`src/rtl/tlb_array.sv`:
```
// tlb_array: joint TLB storage with two combinational search ports, TLBWI/TLBWR/TLBP/TLBR,
// the CP0 Random counter and the TLB-buffer flush pulse.
module tlb_array #(
    parameter int NUM_ENTRIES = 16,
    parameter int IDX_W = $clog2(NUM_ENTRIES)
) (
    input  logic             clk,
    input  logic             rst,
    input  logic [7:0]       cp0_asid,
    input  logic [IDX_W-1:0] cp0_wired,
    input  logic             cp0_wired_we,
    input  logic [18:0]      s0_vpn2,
    output logic             s0_found,
    output logic [77:0]      s0_entry,
    input  logic [18:0]      s1_vpn2,
    output logic             s1_found,
    output logic [77:0]      s1_entry,
    input  logic             w_req,
    input  logic             w_random,
    input  logic [IDX_W-1:0] w_index,
    input  logic [77:0]      w_entry,
    input  logic             p_req,
    input  logic [18:0]      p_vpn2,
    output logic             p_done,
    output logic             p_found,
    output logic [IDX_W-1:0] p_index,
    input  logic             r_req,
    input  logic [IDX_W-1:0] r_index,
    output logic             r_done,
    output logic [77:0]      r_entry,
    output logic [IDX_W-1:0] random,
    output logic             tlb_buffer_flush
);
    // Entry layout: vpn2[77:59] asid[58:51] g[50] pfn0[49:30] c0[29:27] d0[26] v0[25]
    //               pfn1[24:5] c1[4:2] d1[1] v1[0]
    localparam logic [IDX_W-1:0] MAX = IDX_W'(NUM_ENTRIES - 1);

    logic [77:0]      mem [NUM_ENTRIES];
    logic [7:0]       asid_q;
    logic [IDX_W:0]   s0_hit, s1_hit, p_hit;

    // Returns {found, index}; scanning downwards leaves the lowest matching index.
    function automatic logic [IDX_W:0] lookup(input logic [18:0] vpn);
        lookup = '0;
        for (int i = NUM_ENTRIES - 1; i >= 0; i--)
            if (mem[i][77:59] == vpn && (mem[i][50] || mem[i][58:51] == cp0_asid))
                lookup = {1'b1, IDX_W'(i)};
    endfunction

    always_comb begin
        s0_hit = lookup(s0_vpn2);
        s1_hit = lookup(s1_vpn2);
        p_hit = lookup(p_vpn2);
        s0_found = s0_hit[IDX_W];
        s1_found = s1_hit[IDX_W];
        s0_entry = s0_found ? mem[s0_hit[IDX_W-1:0]] : '0;
        s1_entry = s1_found ? mem[s1_hit[IDX_W-1:0]] : '0;
    end

    always_ff @(posedge clk) begin
        if (rst) begin
            for (int i = 0; i < NUM_ENTRIES; i++) mem[i] <= '0;
            p_done <= 1'b0;
            p_found <= 1'b0;
            p_index <= '0;
            r_done <= 1'b0;
            r_entry <= '0;
            random <= MAX;
            asid_q <= cp0_asid;
            tlb_buffer_flush <= 1'b0;
        end else begin
            if (w_req) mem[w_random ? random : w_index] <= w_entry;
            p_done <= p_req;
            if (p_req) {p_found, p_index} <= p_hit;
            r_done <= r_req;
            if (r_req) r_entry <= mem[r_index];
            random <= (cp0_wired_we || cp0_wired >= MAX || random == cp0_wired) ? MAX : random - 1'b1;
            asid_q <= cp0_asid;
            tlb_buffer_flush <= w_req || cp0_asid != asid_q;
        end
    end
endmodule
```
`config.mk`:
```
export PLATFORM = sky130hd
export DESIGN_NAME = tlb_array
export DESIGN_NICKNAME = d
export VERILOG_FILES = /design/src/rtl/tlb_array.sv
export SDC_FILE = /design/constraint.sdc
export NUM_CORES = 2
export LEC_CHECK = 0
export ABC_CLOCK_PERIOD_IN_PS = 6300
export CAP_MARGIN = 20
export CORE_ASPECT_RATIO = 2
export CORE_MARGIN = 1
export CORE_UTILIZATION = 55
export DETAILED_ROUTE_END_ITERATION = 10
export HOLD_SLACK_MARGIN = 0.02
export PLACE_DENSITY = 0.7
export SYNTH_ARGS = -nofsm -noshare
export SYNTH_HDL_FRONTEND = slang
export SYNTH_SLANG_ARGS = --single-unit
```
`constraint.sdc`:
```
create_clock -name clk -period 6.3 [get_ports clk]
set_clock_uncertainty 0.15 [all_clocks]
set_input_delay 1.575 -clock clk [delete_from_list [all_inputs] [get_ports clk]]
set_output_delay 1.575 -clock clk [all_outputs]
set_load 0.05 [all_outputs]
```
==> flow_metrics.tcl, run 1 <==
set metrics [dict create \
    outcome "aborted with a tool error" \
    stop_stage "global routing" \
    error_line "[ERROR GRT-0116] Global routing finished with congestion. Check the congestion regions in the DRC Viewer." \
    cts_buffer_depth 3 \
    clkSinkCount 1346 \
    num_rows 214 \
    ys_seq_area_frac 0.418 \
    grt_start_max_net_pins 79 \
    synth-edff-count 1248 \
    gp_congestion 1.24 \
    synthTopCellsByArea "edfxtp_1 40%, mux2i_1 14%, mux4_2 9.3%" \
    port_buffers 409 \
    fp.dieW_um 295 \
    synth_warnings 0 \
    synth_top_area_cell "edfxtp_1" \
    ys.flop_type "edfxtp_1" \
    synthTopCellsByCount "1328 x mux2i_1, 1250 x and2_1, 1248 x edfxtp_1, 586 x clkbuf_1, 573 x xor2_1" \
    synth.avg_cell_area_sq_um 11.1 \
    ctsHtreeMaxLevel 3 \
    initial_utilization 0.555 \
    cts_buffers 119 \
    synthArstFlopShare 0 \
    die_h_um 588 \
    yosys.cell_count.top_type "mux2i_1" \
    hpwlAfterDp_mm 374 \
    place_worst_setup_slack_ns -1.70 \
    netlist_instances 8476 \
    synthesis.area_sq_um 94300 \
    grt_overflow 1150 \
    yosys.area.top_type_share 0.397 \
    pin_count 410 \
    ys_ff_latch 1346 \
    grt_pass1_vias 106000 \
    clockRootBuffer "clkbuf_16" \
    yosysUniqueCellTypes 57 \
    grt_util_all_layers 0.811 \
    synth_fp_nets 8639 \
    grt_pass1_wl_mm 993 \
]
[metal layers]
metal / GRT usage / GRT overflow
met3: 0.677 / 22
met2: 0.954 / 727
met1: 0.809 / 8
met4: 0.829 / 392
met5: 0.312 / 1
[logic make-up after synthesis]
group           share of synthesized area
simple gates                        0.152
mux                                 0.234
flops                               0.418
buf+inv                            0.0520
xor+xnor                           0.0979
compound gates                     0.0460
fa+ha+maj                        0.000133
[per-stage QoR]
step / hold slack (ns) / utilization / instance area (sq um) / cells
2_1_floorplan: 0.369 / - / 94300 / 8476
3_3_place_gp: 0.294 / 0.646 / 110000 / 11200
3_5_place_dp: 0.301 / 0.646 / 110000 / 11200
4_1_cts: 0.318 / 0.724 / 123000 / 11800
[what timing repair did]
item,in CTS
gates cloned,100
hold buffers,0
pin swaps,378
setup endpoints to repair,158
buffers inserted,267
resized for setup,1006
==> run 2, diff against run 1 <==
CORE_ASPECT_RATIO = not set   (was 2)
CORE_UTILIZATION = 40   (was 55)
HOLD_SLACK_MARGIN = not set   (was 0.02)
PLACE_DENSITY = not set   (was 0.7)
PLACE_DENSITY_LB_ADDON = 0.15   (was not set)
==> run 2 against run 1 <==
  * The flow now finishes, with violations (antenna violations, negative setup slack)
  * Area after synthesis unchanged
  * Synthesized cell count unchanged
==> flow_metrics.tcl, run 2 <==
set metrics [dict create \
    total_leakage_power_uw 0.0452 \
    yosysUniqueCellTypes 57 \
    netlist_instances 8476 \
    hpwlAfterDp_mm 308 \
    grt_overflow 0 \
    worst-endpoint-required_ns 4.58 \
    die_h_um 488 \
    ir_drop_mv 0.214 \
    grt_util_all_layers 0.391 \
    crit_cells 21 \
    fin_cells 12700 \
    synth_xor_area_frac 0.0979 \
    grt_pass1_vias 76100 \
    clockRootBuffer "clkbuf_16" \
    power_uw 24600 \
    cts_tree "built" \
    critPathMaxFanout 11 \
    top_regs "mem (1248), r_entry (78), asid_q (8)" \
    largest_reg_flops 1248 \
    cp-end-kind "primary output" \
    fp.dieW_um 488 \
    yosys.area.top_type_share 0.397 \
    regMostFlops "mem" \
    synth_warnings 0 \
    ys.flop_type "edfxtp_1" \
    synthTopCellsByCount "1328 x mux2i_1, 1250 x and2_1, 1248 x edfxtp_1, 586 x clkbuf_1, 573 x xor2_1" \
    slew_headroom 0.236 \
    initial_utilization 0.404 \
    cts_hold_buf 0 \
    pin_count 410 \
    grt_pass1_wl_mm 641 \
    hold_viol 0 \
    powerDensity_nw_per_um2 195 \
    maxCapViolations 0 \
    dieArea_sq_um 238000 \
    max_stage_delay_ns 0.30 \
    ys_ff_latch 1346 \
    placed_cells 11900 \
    synthTopCellsByArea "edfxtp_1 40%, mux2i_1 14%, mux4_2 9.3%" \
    cts_buffer_depth 3 \
    drtAntennaViolNets 1 \
    place_worst_setup_slack_ns -1.54 \
    drc_errors 0 \
    vias_per_cell 6.39 \
    multi_input_area_sq_um 54000 \
    synth_compound_area_frac 0.0460 \
    synth-simple-area-share 0.152 \
    final_cell_mix "1263 x mux2i_1, 1250 x and2_1, 1248 x edfxtp_1" \
    final_util 0.540 \
    path_cells "buf_2 > buf_12 > buf_8 > buf_4 > xnor2_1 > nand4_1 > nor2_1 > and4_4 > a211oi_2 > o31a_1 > o32ai_4 > buf_6 > buf_12 > buf_16 > buf_12 > buf_16 > mux2i_1 > a22oi_1 > nand3_1 > nand2_2 > buf_12" \
    cp_top_family "buffers and inverters" \
    max_slew.worst_pin.slew_ns 1.15 \
    whs_ns 0.325 \
    cp_slowest_cell "o31a_1" \
    cp.arrival_ns 5.39 \
    vias 81200 \
    dr.pass1.iters 6 \
    r2r_start "mem[14][77]$_SDFFCE_PN0P_" \
    ys_seq_area_frac 0.418 \
    synthArstFlopShare 0 \
    hold_start "p_index[3]$_SDFFE_PP0P_" \
    fin_crit_sh 1.13 \
    cp-startpoint "s0_vpn2[18]" \
    fin_crit_ns 7.12 \
    fp.coreArea_sq_um 233000 \
    nFillCells 19800 \
    num_rows 177 \
    setup_viol 158 \
    nets 9555 \
    worstPathBufferInverterCount 10 \
    synth_top_area_cell "edfxtp_1" \
    synth.avg_cell_area_sq_um 11.1 \
    regArea_sq_um 39400 \
    crit_top_cell "buf_12" \
    synthAdderAreaFrac 0.000133 \
    synth_top_family_by_area "multiplexers" \
    gp_congestion 1.04 \
    clk_pin_slew_ns 0.06 \
    min_path_cells 2 \
    synth_fp_nets 8639 \
    clk_latency_ns 0.86 \
    critPathKind "primary input to primary output" \
    synth-edff-count 1248 \
    antenna_found_initial 55 \
    yosys.cell_count.top_type "mux2i_1" \
    synthesis.area_sq_um 94300 \
    layout_commonest_cell "mux2i_1" \
    fmax_mhz 140 \
    rsz0062_at_grt "true" \
    detail_route.iter0.violations 12400 \
    syn_to_final_growth_pct 33.7 \
    synthMuxAreaShare 0.234 \
    slew_violations 0 \
    rr_worst_depth 12 \
    violations "antenna violations, negative setup slack" \
    routed_wl_mm 488 \
    clkSinkCount 1346 \
    grt_start_max_net_pins 79 \
    layout-drive-gt1-share 0.309 \
    outcome "finished, violations left" \
    ctsHtreeMaxLevel 4 \
    port_buffers 409 \
    cts_buffers 166 \
    hp-class "flop to flop" \
    wire_per_inst_um 38.4 \
    fin_ws_ns -0.819 \
    startpoint_type "primary input" \
]
run 2: power breakdown:
| part | switching (uW) | leakage (uW) | total [uW] | internal, uW |
|---|---|---|---|---|
| logic | 2130 | 0.0287 | 3630 | 1510 |
| clock network | 4310 | 0.00279 | 10300 | 5950 |
| registers | 554 | 0.0137 | 10700 | 10100 |
| total | 6990 | 0.0452 | 24600 | 17600 |
run 2: cell families (layout without fill, tap and decap cells):
logic type	after synthesis	after routing
buf+inv	1062	2124
compound gates	686	686
flops	1346	1346
xor+xnor	1054	1054
mux	1719	1719
fa+ha+maj	1	1
simple gates	2608	2608
other cells	0	41
run 2: final cells by class:
| cell class | instances | area share |
|---|---|---|
| Antenna cell | 41 | 0.000814 |
| Clock buffer | 209 | 0.0359 |
| Clock inverter | 105 | 0.00953 |
| Inverter | 6 | 0.000179 |
| Multi-Input combinational cell | 6068 | 0.428 |
| Sequential cell | 1346 | 0.313 |
| Tap cell | 3132 | 0.0311 |
| Timing Repair Buffer | 1804 | 0.182 |
run 2: what timing repair did:
item / 4_1_cts / 5_1_grt
buffers inserted: 193 / 198
resized for setup: 690 / 681
pin swaps: 204 / 436
gates cloned: 51 / 53
endpoints found under the setup margin: 158 / 158
hold endpoints to repair: 0 / 0
run 2: metrics by stage:
step	setup TNS [ns]	instance area (sq um)
finish	-112.40	126000
global route	-118.42	126000
CTS	-113.69	121000
detailed placement	-220.92	109000
global placement	-222.66	109000
floorplan	0	94300
run 2: worst paths after layout:
check	to	slack (ns)
worst max-delay path	s0_entry[68]	-0.82
worst min-delay path	p_index[3]$_SDFFE_PP0P_	0.33
worst max register to register	p_index[0]$_SDFFE_PP0P_	2.42
worst min register to register	p_index[3]$_SDFFE_PP0P_	0.33
run 2: routing by layer:
metal | global-route usage | part of all wire
met5 | 0 | 0.00020
met4 | 0.226 | 0.067
met3 | 0.0740 | 0.11
met2 | 0.601 | 0.44
met1 | 0.516 | 0.38
run 2: worst register-to-register path: stages, from the launching register on:
cell	delay [ns]
edfxtp_1	0.62
buf_4	0.29
xor2_1	0.17
nor4_1	0.47
nand4_1	0.22
nor3_1	0.46
o21ai_0	0.19
a21oi_1	0.16
o21ai_0	0.16
a21oi_1	0.23
o211ai_1	0.11
o211ai_1	0.32
a311oi_1	0.18
Power figures use the tool's default switching activity.
